## config.mk

```make
export PLATFORM = sky130hd
export DESIGN_NAME = audio_pwm_dac_mc_flat
export DESIGN_NICKNAME = d
export VERILOG_FILES = /design/src/rtl/audio_pwm_dac_mc_if.sv /design/src/rtl/audio_pwm_dac_mc.sv /design/src/flat_wrapper.sv
export SDC_FILE = /design/constraint.sdc
export NUM_CORES = 1
export LEC_CHECK = 0
export BUFFER_PORTS_ARGS = -buffer_cell sky130_fd_sc_hd__buf_2
export CAP_MARGIN = 0
export CORE_MARGIN = 4
export CORE_UTILIZATION = 60
export CTS_BUF_LIST = sky130_fd_sc_hd__clkbuf_2
export DETAILED_ROUTE_END_ITERATION = 8
export PLACE_DENSITY_LB_ADDON = 0.12
export SETUP_SLACK_MARGIN = 0.4
export SLEW_MARGIN = 20
export SYNTH_ARGS = -nofsm -noshare
export SYNTH_HDL_FRONTEND = slang
export SYNTH_SLANG_ARGS = --single-unit
```

## constraint.sdc

```tcl
create_clock -name Clk -period 23.9 [get_ports Clk]
set_clock_uncertainty 0.1 [all_clocks]
set_input_delay 2.39 -clock Clk [delete_from_list [all_inputs] [get_ports Clk]]
set_output_delay 2.39 -clock Clk [all_outputs]
set_load 0.01 [all_outputs]
```

## src/rtl/audio_pwm_dac_mc_if.sv

```systemverilog
// Peripheral register bus for audio_pwm_dac_mc: 4-bit address, 16-bit data,
// select plus read/write strobes. Read data is combinational from Addr.
interface audio_pwm_dac_mc_if;
    logic [3:0]  Addr;
    logic [15:0] DataWr;
    logic [15:0] DataRd;
    logic        En;
    logic        Rd;
    logic        Wr;

    modport master (output Addr, output DataWr, output En, output Rd, output Wr, input DataRd);
    modport slave  (input Addr, input DataWr, input En, input Rd, input Wr, output DataRd);
endinterface

```

## src/rtl/audio_pwm_dac_mc.sv

```systemverilog
// Serial stereo audio receiver with stereo-pair FIFO, mix/scale/saturate and PWM rendering,
// plus a tone generator, silence timeout and status/flush registers.
module audio_pwm_dac_mc #(
    parameter int unsigned SAMPLE_W   = 16,
    parameter int unsigned PWM_W      = 10,
    parameter int unsigned FIFO_DEPTH = 8,
    parameter int unsigned TIMEOUT_W  = 12
) (
    input  logic                Clk,
    input  logic                Reset,
    input  logic                Async,
    input  logic                AbitClk,
    input  logic                Asdo,
    output logic                Asdi,
    output logic                Out,
    audio_pwm_dac_mc_if.slave   bus
);
    localparam int unsigned AW  = $clog2(FIFO_DEPTH);
    localparam int unsigned CW  = AW + 1;
    localparam int unsigned BCW = $clog2(SAMPLE_W + 1);
    localparam int unsigned PW  = 2 * SAMPLE_W;
    localparam int unsigned MW  = SAMPLE_W + 1;
    localparam int unsigned XW  = MW + 9;

    localparam logic [1:0] ModeOff    = 2'b00;
    localparam logic [1:0] ModeTone   = 2'b01;
    localparam logic [1:0] ModeStream = 2'b10;

    localparam logic [BCW-1:0] BitsFull = BCW'(SAMPLE_W);
    localparam logic [CW-1:0]  CntFull  = CW'(FIFO_DEPTH);
    localparam logic signed [XW-1:0] SatMax =
        {{(XW - SAMPLE_W + 1){1'b0}}, {(SAMPLE_W - 1){1'b1}}};
    localparam logic signed [XW-1:0] SatMin = ~SatMax;

    // Synchronisers and edge detect
    logic [1:0] async_sync_q, async_sync_d, bclk_sync_q, bclk_sync_d, asdo_sync_q, asdo_sync_d;
    logic       async_prev_q, async_prev_d, bclk_prev_q, bclk_prev_d;
    // Capture
    logic [BCW-1:0]      bitcnt_q, bitcnt_d;
    logic [SAMPLE_W-1:0] left_sr_q, left_sr_d, right_sr_q, right_sr_d, left_lat_q, left_lat_d;
    logic                left_valid_q, left_valid_d;
    // FIFO
    logic [PW-1:0] mem_q [FIFO_DEPTH];
    logic [PW-1:0] mem_d [FIFO_DEPTH];
    logic [AW-1:0] wr_ptr_q, wr_ptr_d, rd_ptr_q, rd_ptr_d;
    logic [CW-1:0] count_q, count_d;
    // Registers
    logic [1:0]  mode_q, mode_d, mix_q, mix_d;
    logic [7:0]  volume_q, volume_d;
    logic [15:0] freq_q, freq_d;
    logic        ovf_q, ovf_d, unf_q, unf_d;
    // PWM / timeout
    logic [PWM_W-1:0]     pwm_cnt_q, pwm_cnt_d, duty_q, duty_d, duty_new;
    logic [PW-1:0]        pair_q, pair_d, cur_pair;
    logic [SAMPLE_W-1:0]  prev_sat_q, prev_sat_d, sat;
    logic [TIMEOUT_W-1:0] tmo_cnt_q, tmo_cnt_d;
    // Tone
    logic [20:0] tone_div_q, tone_div_d;
    logic        tone_q, tone_d, vol_q, vol_d, out_q, out_d;
    logic [7:0]  vol_cnt_q, vol_cnt_d;

    logic async_s, async_rise, async_fall, bclk_rise, bits_full;
    logic push_req, push_ok, pop_do, empty, full, ovf_set, unf_set;
    logic we, flush, enter_stream, stream, period_start, tmo;
    logic signed [MW-1:0] l_x, r_x, sum_x, mix_x;
    logic signed [XW-1:0] mix_w, vol_w, prod, scaled;
    logic unused_rd;

    assign unused_rd = bus.Rd;
    assign Asdi      = 1'b0;
    assign Out       = out_q;

    assign async_s    = async_sync_q[1];
    assign async_rise = async_s & ~async_prev_q;
    assign async_fall = ~async_s & async_prev_q;
    assign bclk_rise  = bclk_sync_q[1] & ~bclk_prev_q;
    assign bits_full  = (bitcnt_q == BitsFull);

    assign async_sync_d = {async_sync_q[0], Async};
    assign bclk_sync_d  = {bclk_sync_q[0], AbitClk};
    assign asdo_sync_d  = {asdo_sync_q[0], Asdo};
    assign async_prev_d = async_s;
    assign bclk_prev_d  = bclk_sync_q[1];

    always_comb begin
        bitcnt_d     = bitcnt_q;
        left_sr_d    = left_sr_q;
        right_sr_d   = right_sr_q;
        left_lat_d   = left_lat_q;
        left_valid_d = left_valid_q;
        push_req     = 1'b0;
        if (async_rise || async_fall) begin
            bitcnt_d = '0;
        end else if (bclk_rise && !bits_full) begin
            bitcnt_d = bitcnt_q + 1'b1;
            if (async_s) right_sr_d = {right_sr_q[SAMPLE_W-2:0], asdo_sync_q[1]};
            else         left_sr_d  = {left_sr_q[SAMPLE_W-2:0], asdo_sync_q[1]};
        end
        if (async_rise) begin
            left_valid_d = bits_full;
            if (bits_full) left_lat_d = left_sr_q;
        end
        if (async_fall) begin
            push_req     = bits_full & left_valid_q;
            left_valid_d = 1'b0;
        end
    end

    assign empty   = (count_q == '0);
    assign full    = (count_q == CntFull);
    assign stream  = (mode_q == ModeStream);
    assign period_start = stream & (pwm_cnt_q == '0);
    assign pop_do  = period_start & ~empty & ~flush;
    // A simultaneous pop frees the slot, so a push to a full FIFO still lands.
    assign push_ok = push_req & (~full | pop_do);
    assign ovf_set = push_req & ~push_ok;
    assign unf_set = period_start & empty;

    always_comb begin
        mem_d    = mem_q;
        wr_ptr_d = wr_ptr_q;
        rd_ptr_d = rd_ptr_q;
        count_d  = count_q;
        if (flush) begin
            wr_ptr_d = '0;
            rd_ptr_d = '0;
            count_d  = '0;
        end else begin
            if (push_ok) begin
                mem_d[wr_ptr_q] = {left_lat_q, right_sr_q};
                wr_ptr_d        = wr_ptr_q + 1'b1;
            end
            if (pop_do) rd_ptr_d = rd_ptr_q + 1'b1;
            case ({push_ok, pop_do})
                2'b10:   count_d = count_q + 1'b1;
                2'b01:   count_d = count_q - 1'b1;
                default: count_d = count_q;
            endcase
        end
    end

    assign we           = bus.En & bus.Wr;
    assign flush        = we & (bus.Addr == 4'd0) & bus.DataWr[4];
    assign enter_stream = we & (bus.Addr == 4'd0) & (bus.DataWr[1:0] == ModeStream) & ~stream;

    always_comb begin
        mode_d   = mode_q;
        mix_d    = mix_q;
        volume_d = volume_q;
        freq_d   = freq_q;
        ovf_d    = ovf_q;
        unf_d    = unf_q;
        if (we) begin
            unique case (bus.Addr)
                4'd0: begin
                    mode_d = bus.DataWr[1:0];
                    mix_d  = bus.DataWr[3:2];
                end
                4'd1: volume_d = bus.DataWr[7:0];
                4'd2: freq_d   = bus.DataWr;
                4'd3: begin
                    if (bus.DataWr[0]) ovf_d = 1'b0;
                    if (bus.DataWr[1]) unf_d = 1'b0;
                end
                default: ;
            endcase
        end
        if (ovf_set) ovf_d = 1'b1;
        if (unf_set) unf_d = 1'b1;
    end

    always_comb begin
        bus.DataRd = '0;
        unique case (bus.Addr)
            4'd0:    bus.DataRd = {12'h000, mix_q, mode_q};
            4'd1:    bus.DataRd = {8'h00, volume_q};
            4'd2:    bus.DataRd = freq_q;
            4'd3:    bus.DataRd = {8'(count_q), 5'b00000, tmo, unf_q, ovf_q};
            default: bus.DataRd = '0;
        endcase
    end

    // Mix, scale and saturate the pair that is current for this period.
    always_comb begin
        cur_pair = pop_do ? mem_q[rd_ptr_q] : pair_q;
        l_x      = {cur_pair[PW-1], cur_pair[PW-1:SAMPLE_W]};
        r_x      = {cur_pair[SAMPLE_W-1], cur_pair[SAMPLE_W-1:0]};
        sum_x    = l_x + r_x;
        unique case (mix_q)
            2'b01:   mix_x = l_x;
            2'b10:   mix_x = r_x;
            default: mix_x = sum_x >>> 1;
        endcase
        mix_w  = {{(XW - MW){mix_x[MW-1]}}, mix_x};
        vol_w  = {{(XW - 8){1'b0}}, volume_q};
        prod   = mix_w * vol_w;
        scaled = prod >>> 7;
        if (scaled > SatMax)      sat = SatMax[SAMPLE_W-1:0];
        else if (scaled < SatMin) sat = SatMin[SAMPLE_W-1:0];
        else                      sat = scaled[SAMPLE_W-1:0];
        if (volume_q == 8'd0) duty_new = '0;
        else                  duty_new = {~sat[SAMPLE_W-1], sat[SAMPLE_W-2 -: PWM_W-1]};
    end

    assign tmo = &tmo_cnt_q;

    always_comb begin
        pwm_cnt_d  = enter_stream ? '0 : pwm_cnt_q + 1'b1;
        pair_d     = cur_pair;
        duty_d     = duty_q;
        prev_sat_d = prev_sat_q;
        tmo_cnt_d  = tmo_cnt_q;
        if (period_start) begin
            duty_d     = duty_new;
            prev_sat_d = sat;
            if (sat != prev_sat_q) tmo_cnt_d = '0;
            else if (!tmo)         tmo_cnt_d = tmo_cnt_q + 1'b1;
        end
    end

    always_comb begin
        tone_div_d = tone_div_q;
        tone_d     = tone_q;
        if (mode_q != ModeTone) begin
            tone_div_d = '0;
            tone_d     = 1'b0;
        end else if (tone_div_q >= {freq_q, 5'h1f}) begin
            tone_div_d = '0;
            tone_d     = ~tone_q;
        end else begin
            tone_div_d = tone_div_q + 1'b1;
        end
        vol_cnt_d = vol_cnt_q + 1'b1;
        vol_d     = (vol_cnt_q < volume_q);
        unique case (mode_q)
            ModeStream: out_d = ~tmo & (pwm_cnt_q < duty_d);
            ModeTone:   out_d = tone_q & vol_q;
            default:    out_d = 1'b0;
        endcase
    end

    always_ff @(posedge Clk or posedge Reset) begin
        if (Reset) begin
            async_sync_q <= '0;
            bclk_sync_q  <= '0;
            asdo_sync_q  <= '0;
            async_prev_q <= 1'b0;
            bclk_prev_q  <= 1'b0;
            bitcnt_q     <= '0;
            left_sr_q    <= '0;
            right_sr_q   <= '0;
            left_lat_q   <= '0;
            left_valid_q <= 1'b0;
            for (int i = 0; i < FIFO_DEPTH; i++) mem_q[i] <= '0;
            wr_ptr_q     <= '0;
            rd_ptr_q     <= '0;
            count_q      <= '0;
            mode_q       <= ModeOff;
            mix_q        <= 2'b00;
            volume_q     <= 8'h80;
            freq_q       <= 16'h0000;
            ovf_q        <= 1'b0;
            unf_q        <= 1'b0;
            pwm_cnt_q    <= '0;
            pair_q       <= '0;
            duty_q       <= '0;
            prev_sat_q   <= '0;
            tmo_cnt_q    <= '0;
            tone_div_q   <= '0;
            tone_q       <= 1'b0;
            vol_cnt_q    <= '0;
            vol_q        <= 1'b0;
            out_q        <= 1'b0;
        end else begin
            async_sync_q <= async_sync_d;
            bclk_sync_q  <= bclk_sync_d;
            asdo_sync_q  <= asdo_sync_d;
            async_prev_q <= async_prev_d;
            bclk_prev_q  <= bclk_prev_d;
            bitcnt_q     <= bitcnt_d;
            left_sr_q    <= left_sr_d;
            right_sr_q   <= right_sr_d;
            left_lat_q   <= left_lat_d;
            left_valid_q <= left_valid_d;
            mem_q        <= mem_d;
            wr_ptr_q     <= wr_ptr_d;
            rd_ptr_q     <= rd_ptr_d;
            count_q      <= count_d;
            mode_q       <= mode_d;
            mix_q        <= mix_d;
            volume_q     <= volume_d;
            freq_q       <= freq_d;
            ovf_q        <= ovf_d;
            unf_q        <= unf_d;
            pwm_cnt_q    <= pwm_cnt_d;
            pair_q       <= pair_d;
            duty_q       <= duty_d;
            prev_sat_q   <= prev_sat_d;
            tmo_cnt_q    <= tmo_cnt_d;
            tone_div_q   <= tone_div_d;
            tone_q       <= tone_d;
            vol_cnt_q    <= vol_cnt_d;
            vol_q        <= vol_d;
            out_q        <= out_d;
        end
    end
endmodule

```

## src/flat_wrapper.sv

```systemverilog
// flat-port wrapper written by rule: the top's interface ports become plain ports
module audio_pwm_dac_mc_flat 
#(
    parameter int unsigned SAMPLE_W   = 16,
    parameter int unsigned PWM_W      = 10,
    parameter int unsigned FIFO_DEPTH = 8,
    parameter int unsigned TIMEOUT_W  = 12
)
  (Clk, Reset, Async, AbitClk, Asdo, Asdi, Out, bus_Addr, bus_DataWr, bus_En, bus_Rd, bus_Wr, bus_DataRd);
  audio_pwm_dac_mc_if bus_i ();
  input  logic Clk;
  input  logic Reset;
  input  logic Async;
  input  logic AbitClk;
  input  logic Asdo;
  output logic Asdi;
  output logic Out;
  input wire logic [$bits(bus_i.Addr)-1:0] bus_Addr;
  input wire logic [$bits(bus_i.DataWr)-1:0] bus_DataWr;
  input wire logic [$bits(bus_i.En)-1:0] bus_En;
  input wire logic [$bits(bus_i.Rd)-1:0] bus_Rd;
  input wire logic [$bits(bus_i.Wr)-1:0] bus_Wr;
  output wire logic [$bits(bus_i.DataRd)-1:0] bus_DataRd;
  assign bus_i.Addr = bus_Addr;
  assign bus_i.DataWr = bus_DataWr;
  assign bus_i.En = bus_En;
  assign bus_i.Rd = bus_Rd;
  assign bus_i.Wr = bus_Wr;
  assign bus_DataRd = bus_i.DataRd;
  audio_pwm_dac_mc #(.SAMPLE_W(SAMPLE_W), .PWM_W(PWM_W), .FIFO_DEPTH(FIFO_DEPTH), .TIMEOUT_W(TIMEOUT_W)) u_core (.Clk(Clk), .Reset(Reset), .Async(Async), .AbitClk(AbitClk), .Asdo(Asdo), .Asdi(Asdi), .Out(Out), .bus(bus_i));
endmodule
```

### Yosys cells after proc, flatten, opt, wreduce, memory -nomap -nowiden

Index checks and enable logic that the tools add are counted.

| storage, ports and cells | value |
|---|---|
| input port bits | 28 |
| register bits after elaboration | 470 |
| logic and storage cells | 174 |
| output and inout port bits | 18 |

| cells by class | value |
|---|---|
| $add $sub $neg | 10 |
| bitwise logic cells | 32 |
| $mul | 1 |
| multiplexer cells | 40 |
| reduce and logical (&&, ||, !) cells | 31 |
| order comparisons | 8 |
| equal/unequal tests | 15 |

Operators with widths:

| cell | count |
|---|---|
| 256-bit bitwise mux | 1 |
| 32-bit 2-to-1 mux | 4 |
| 32-bit binary-select mux with 3-bit select | 1 |
| 32-bit demux with 3-bit select | 1 |
| 16-bit one-hot mux with 4 select lines | 1 |
| 21-bit 2-to-1 mux | 2 |
| 17-bit one-hot mux with 2 select lines | 1 |
| 16-bit 2-to-1 mux | 2 |
| 10-bit 2-to-1 mux | 3 |
| 17-bit by 9-bit multiplier with 26-bit output | 1 |
| 12-bit 2-to-1 mux | 2 |
| 2-bit nonzero test | 11 |
| 21-bit by 1-bit adder with 21-bit output, second input constant | 1 |
| 21-bit >= comparator | 1 |
| 19-bit by 16-bit > comparator with 1-bit output, second input constant | 1 |
| 19-bit by 16-bit less-than comparator with 1-bit output, second input constant | 1 |
| 16-bit by 16-bit adder with 17-bit output | 1 |
| 1-bit bitwise AND | 17 |
| 16-bit != test | 1 |
| 1-bit 2-to-1 mux | 13 |
| 12-bit by 1-bit adder with 12-bit output, second input constant | 1 |
| 3-bit 2-to-1 mux | 4 |
| 1-bit NOT | 12 |
| 12-bit AND reduction | 1 |
| other kinds (33) | 53 |

### Depth between registers and ports, before layout

| depth | value |
|---|---|
| depth after elaboration | 18 |
| gate-level depth with buffers | 55 |
| gate-level depth less buffers | 49 |

### Worst setup path after synthesis

OpenSTA, ideal clock, no wires.

| timing | value |
|---|---|
| path type | in2reg |
| start | input port bus_Addr[1] |
| end | register u_core.out_q (netlist: u_core.Out) |
| setup time | 65 ps |
| data arrival time | 12597 ps |
| stages on the path | 52 |
| setup slack | 11138 ps |
| path buffers | 6 |
| path through | clkbuf_1 > nor2_1 > nand3_1 > nand3_2 > clkbuf_1 > clkbuf_1 > clkbuf_1 > nand2_1 > o21ai_0 > xor2_1 > ha_1 > inv_1 > o211ai_1 > nand4_1 > a21oi_1 > o211ai_1 > a21oi_1 > o21ai_0 > [16 not listed] > a21o_1 > a21oi_1 > o21bai_1 > o2111ai_1 > and2_1 > or3_1 > and2_1 > buf_2 > o21ai_1 > a31o_2 > a22o_1 > inv_1 > ha_1 > a21oi_1 > nor2b_1 > or4b_2 > a221oi_1 > o21a_1 |

| between the ends | value |
|---|---|
| elaborated cells on any way between the ends | 19 |
| those cells by class | add/sub (1); mul (1); order compare (3); mux (7); bitwise (6); reduce/logical (1) |

RTL lines:

| element | RTL line | RTL |
|---|---|---|
| start, declared | flat_wrapper.sv:18 | `input wire logic [$bits(bus_i.Addr)-1:0] bus_Addr;` |
| 4-bit logical NOT * | audio_pwm_dac_mc.sv:143 | `assign flush = we & (bus.Addr == 4'd0) & bus.DataWr[4];` |
| 1-bit bitwise AND * (2 in series) | audio_pwm_dac_mc.sv:143 |  |
| 1-bit NOT (no source line) * | - |  |
| 1-bit bitwise AND * | audio_pwm_dac_mc.sv:113 | `assign pop_do = period_start & ~empty & ~flush;` |
| 32-bit 2-to-1 mux * | audio_pwm_dac_mc.sv:185 | `cur_pair = pop_do ? mem_q[rd_ptr_q] : pair_q;` |
| named net u_core.cur_pair[17] | audio_pwm_dac_mc.sv:54 | `logic [PW-1:0] pair_q, pair_d, cur_pair;` |
| 16-bit by 16-bit adder with 17-bit output | audio_pwm_dac_mc.sv:188 | `sum_x = l_x + r_x;` |
| 17-bit one-hot mux with 2 select lines * | audio_pwm_dac_mc.sv:189 | `unique case (mix_q)` |
| [3 not listed] | - |  |
| 16-bit 2-to-1 mux * | audio_pwm_dac_mc.sv:198 | `if (scaled > SatMax) sat = SatMax[SAMPLE_W-1:0];` |
| 10-bit 2-to-1 mux * | audio_pwm_dac_mc.sv:201 | `if (volume_q == 8'd0) duty_new = '0;` |
| 10-bit 2-to-1 mux * | audio_pwm_dac_mc.sv:213 | `if (period_start) begin` |
| named net u_core.duty_d[7] | audio_pwm_dac_mc.sv:53 | `logic [PWM_W-1:0] pwm_cnt_q, pwm_cnt_d, duty_q, duty_d, duty_new;` |
| 10-bit less-than comparator * | audio_pwm_dac_mc.sv:236 | `ModeStream: out_d = ~tmo & (pwm_cnt_q < duty_d);` |
| 1-bit bitwise AND * | audio_pwm_dac_mc.sv:236 |  |
| 1-bit one-hot mux with 2 select lines * | audio_pwm_dac_mc.sv:235 | `unique case (mode_q)` |
| named net u_core.out_d | audio_pwm_dac_mc.sv:59 | `logic tone_q, tone_d, vol_q, vol_d, out_q, out_d;` |
| end signal, assigned | audio_pwm_dac_mc.sv:304 | `out_q <= out_d;` |
| end, declared | audio_pwm_dac_mc.sv:59 |  |

Mark *: on every way through the listed nets, which the timed path passes. The rest lies on a longest branch.
A chain may end at the register's enable or synchronous reset.

### Worst setup path in the final report

| timing | value |
|---|---|
| start | input port bus_Addr[2] |
| end | register u_core.out_q (netlist: u_core.Out) |

| between the ends | value |
|---|---|
| word-level cells in the longest chain between the ends | 18 |
| elaborated cells on any way between the ends | 19 |
| those cells by class | add/sub (1); mul (1); order compare (3); mux (7); bitwise (6); reduce/logical (1) |

RTL lines:

| element | RTL line | RTL |
|---|---|---|
| 4-bit logical NOT * | audio_pwm_dac_mc.sv:143 |  |
| 1-bit bitwise AND * (2 in series) | audio_pwm_dac_mc.sv:143 |  |
| 1-bit NOT (no source line) * | - |  |
| 1-bit bitwise AND * | audio_pwm_dac_mc.sv:113 |  |
| 32-bit 2-to-1 mux * | audio_pwm_dac_mc.sv:185 |  |
| named net u_core.cur_pair[1] | audio_pwm_dac_mc.sv:54 |  |
| 16-bit by 16-bit adder with 17-bit output | audio_pwm_dac_mc.sv:188 |  |
| 17-bit one-hot mux with 2 select lines * | audio_pwm_dac_mc.sv:189 |  |
| [3 not listed] | - |  |
| 16-bit 2-to-1 mux * | audio_pwm_dac_mc.sv:198 |  |
| 1-bit NOT | audio_pwm_dac_mc.sv:202 | `else duty_new = {~sat[SAMPLE_W-1], sat[SAMPLE_W-2 -: PWM_W-1]};` |
| 10-bit 2-to-1 mux * | audio_pwm_dac_mc.sv:201 |  |
| 10-bit 2-to-1 mux * | audio_pwm_dac_mc.sv:213 |  |
| 10-bit less-than comparator * | audio_pwm_dac_mc.sv:236 |  |
| 1-bit bitwise AND * | audio_pwm_dac_mc.sv:236 |  |
| 1-bit one-hot mux with 2 select lines * | audio_pwm_dac_mc.sv:235 |  |
| named net u_core.out_d | audio_pwm_dac_mc.sv:59 |  |

Marks and branches as above.

==> impl_metrics.json <==
{
  "cts.reportedPaths.clkPinSlew_ns": 0.09,
  "crit_arrival_ns": 14.76,
  "overflow": 0,
  "relSlewSlack_pct": 23.1,
  "crit_type": "in -> reg",
  "track_usage_pct": 27.3,
  "maxCapViolations": 0,
  "synth-compound-area-share_pct": 9.06,
  "ir_drop_mv": 0.0544,
  "synth_common_cells": "469 x dfrtp_1, 323 x mux2_2, 227 x nand2_1",
  "crit_top_cell": "a21oi_1",
  "cts_root_buffer": "clkbuf_2",
  "fin_total_pwr_mw": 2.27,
  "power_density_nw_per_um2": 75.0,
  "leakagePower_nw": 15.2,
  "pwr-share-comb_pct": 36.6,
  "syn-cell-area_um2": 28600,
  "synth_edf_count": 0,
  "core-area_um2": 46800,
  "antenna_found_initial": 3,
  "io_pins": 46,
  "grt_pass1_wl_mm": 111,
  "regArea_um2": 11800,
  "cpMaxStageDelayCell": "o22ai_1",
  "end_kind": "flop",
  "final_nets": 2885,
  "synth_seq_cells": 470,
  "ys_async_sr_fraction_pct": 100,
  "start_kind": "input pin",
  "grt_start_max_net_pins": 184,
  "dieHeight_um": 226,
  "drt_iter0_markers": 1337,
  "worst_slack_ns": 10.01,
  "slowest_delay_ns": 0.69,
  "drtAntennaViolNets": 0,
  "dp_slack_ns": 9.05,
  "finalWirelength_mm": 67.3,
  "dpl_cell_area_um2": 29300,
  "cts.path.max_buffers": 3,
  "cts.sinks": 470,
  "cts_resized": 0,
  "p_int_mw": 1.33,
  "period_needed_ns": 13.89,
  "clk_latency_ns": 1.11,
  "setup_viol_count_final": 0,
  "synth_fa_ha_area_share_pct": 12.1,
  "grt_pass1_vias": 21400,
  "dp_hpwl_mm": 46.5,
  "placed_cells": 3127,
  "use_met3_pct": 4.95,
  "p_seq_share_pct": 41.3,
  "period_share_pct": 58.1,
  "required_ns": 24.77,
  "drtPass1Iterations": 5,
  "postLayoutCellArea_um2": 30300,
  "std_cell_rows": 79,
  "yosysUniqueCellTypes": 84,
  "crit_buf_inv": 6,
  "run_status": "finished clean",
  "gp_congestion": 0.953,
  "postCtsSetupBuffers": 0,
  "crit_fanout": 58,
  "min_path_type": "reg -> reg",
  "synth_top_cell_by_area": "dfrtp_1",
  "post_drt_wl_per_cell_um": 20.2,
  "ctsHoldBuffers": 0,
  "rsz0062_at_grt": "no",
  "via_count": 20100,
  "yosysSeqAreaShare_pct": 41.2,
  "tightest_slew_ns": 1.15,
  "finalMaxSlewViolations": 0,
  "drive_gt1_share_pct": 24.9,
  "area_delta_synth_final_pct": 6.10,
  "clkPwrFrac_pct": 22.1,
  "synth_fp_nets": 2829,
  "yosys.area_share.simple_pct": 10.5,
  "synthCells": 2584,
  "yosys.area.top_type_share_pct": 41.1,
  "route.detailed.drc": 0,
  "synth_area_leaders": "dfrtp_1 41%, mux2_2 13%, fa_1 7.0%, ha_1 5.1%, mux4_2 4.9%",
  "met1_usage_pct": 36.3,
  "port_buffers": 43,
  "fillers": 3711,
  "synth.area.mux_share_pct": 19.3,
  "initial_core_util_pct": 61.1,
  "met2_usage_pct": 45.0,
  "dieArea_um2": 51100,
  "synth_xor_xnor_area_share_pct": 3.06,
  "vias_per_cell": 6.03,
  "cts_buffers": 116,
  "finalNonFillerCells": 3328,
  "finalHoldViolCount": 0,
  "synth_top_family_by_area": "multiplexers",
  "htreeDepth": 3,
  "multiInputGateArea_um2": 15500,
  "grt-busiest-layer": "met2",
  "yosys_most_used_dff": "dfrtp_1",
  "p_switching_uw": 941,
  "avgSynthCellArea_um2": 11.0,
  "clock.fmax_mhz": 72.0,
  "die_x_um": 226,
  "critical-path-top-delay-family": "compound AO/OA/AOI/OAI gates",
  "post-synth-top-count-cell": "dfrtp_1",
  "cts_tree": "done",
  "switching_share_pct": 41.4,
  "setup_tns_ns": 0,
  "yosys_warnings": 0
}
[registers in the layout, summed over array words and instances, names as in the netlist, 16 cells and up]
signal / flops
u_core.right_sr_q: 16
u_core.prev_sat_q: 16
u_core.left_lat_q: 16
u_core.tone_div_q: 21
u_core.left_sr_q: 16
u_core.freq_q: 16
u_core.mem_q: 256
u_core.pair_q: 32
[layout make-up]
| type | count | share of cell area, % |
|---|---|---|
| clock buffer | 167 | 2.76 |
| multi-input combinational | 1767 | 51.1 |
| clock inverter | 29 | 0.454 |
| tap | 607 | 2.51 |
| inverter | 214 | 2.68 |
| timing repair buffer | 71 | 1.59 |
| antenna | 3 | 0.0248 |
| sequential | 470 | 38.8 |
[cells in the final DEF (no fill, tap or decap), types with 21 or more instances in the layout]
cell type  synthesis  final
fa_1             100    100
inv_1            209    208
mux2_2           323    323
xnor2_1           50     50
nand4_1           21     21
dfrtp_1          469    466
clkbuf_2           0    167
o21ai_0           96     96
nor2_1           142    141
a21oi_1           78     77
and2_1            40     40
nor3_1            36     35
nand2_1          227    227
a21o_1            23     23
and3_1            25     25
mux4_2            62     62
mux2i_1           44     44
nand3_1           49     49
clkinv_1           2     24
ha_1             117    117
xor2_1            48     48
buf_4              2     24
buf_2             10     43
[power groups by stage]
stage | Sequential, mW | Combinational, mW | Clock, mW
finish | 0.938 | 0.831 | 0.502
floorplan | 0.890 | 0.640 | 0
detailed placement | 0.951 | 0.821 | 0
global placement | 0.949 | 0.813 | 0
global route | 0.946 | 0.925 | 0.566
CTS | 0.936 | 0.829 | 0.521
[stage by stage]
stage / hold slack [ns] / utilization (%)
after floorplan: 0.231 / -
after global placement: 0.232 / 62.6
after detailed placement: 0.236 / 62.6
after CTS: 0.254 / 64.6
after global routing: 0.258 / 64.8
final: 0.252 / 64.8
[final timing paths]
path	startpoint	to	slack, ns	depth (start not counted)
min	u_core.bclk_sync_q[0]$_DFF_PP0_	u_core.bclk_sync_q[1]$_DFF_PP0_	0.25	0
min reg2reg	u_core.bclk_sync_q[0]$_DFF_PP0_	u_core.bclk_sync_q[1]$_DFF_PP0_	0.25	0
min in group asynchronous	Reset	u_core.freq_q[10]$_DFFE_PP0P_	1.40	2
max in group asynchronous	Reset	u_core.left_sr_q[9]$_DFFE_PP0P_	20.77	4
max reg2reg	u_core.rd_ptr_q[1]$_DFFE_PP0P_	u_core.Out$_DFF_PP0_	10.28	40
max	bus_Addr[2]	u_core.Out$_DFF_PP0_	10.01	42
[cells by family (layout without fill, tap and decap cells)]
group,Yosys count,in the layout
and+or+nand+nor,634,634
other,1,4
DFF,470,470
buffers and inverters,347,481
muxes,431,431
AOI/OAI and AO/OA,385,385
adders and majority gates,217,217
xor gates and xnor gates,99,99
[metal layers]
metal	vias up	routed length, um	part of all wire [%]
met4	2	2600	3.9
li1	9201	-	-
met3	165	3290	4.9
met2	513	32200	48
met1	10200	29200	43
met5	-	13	0.019
No activity file was read; power rests on OpenSTA's default activity.
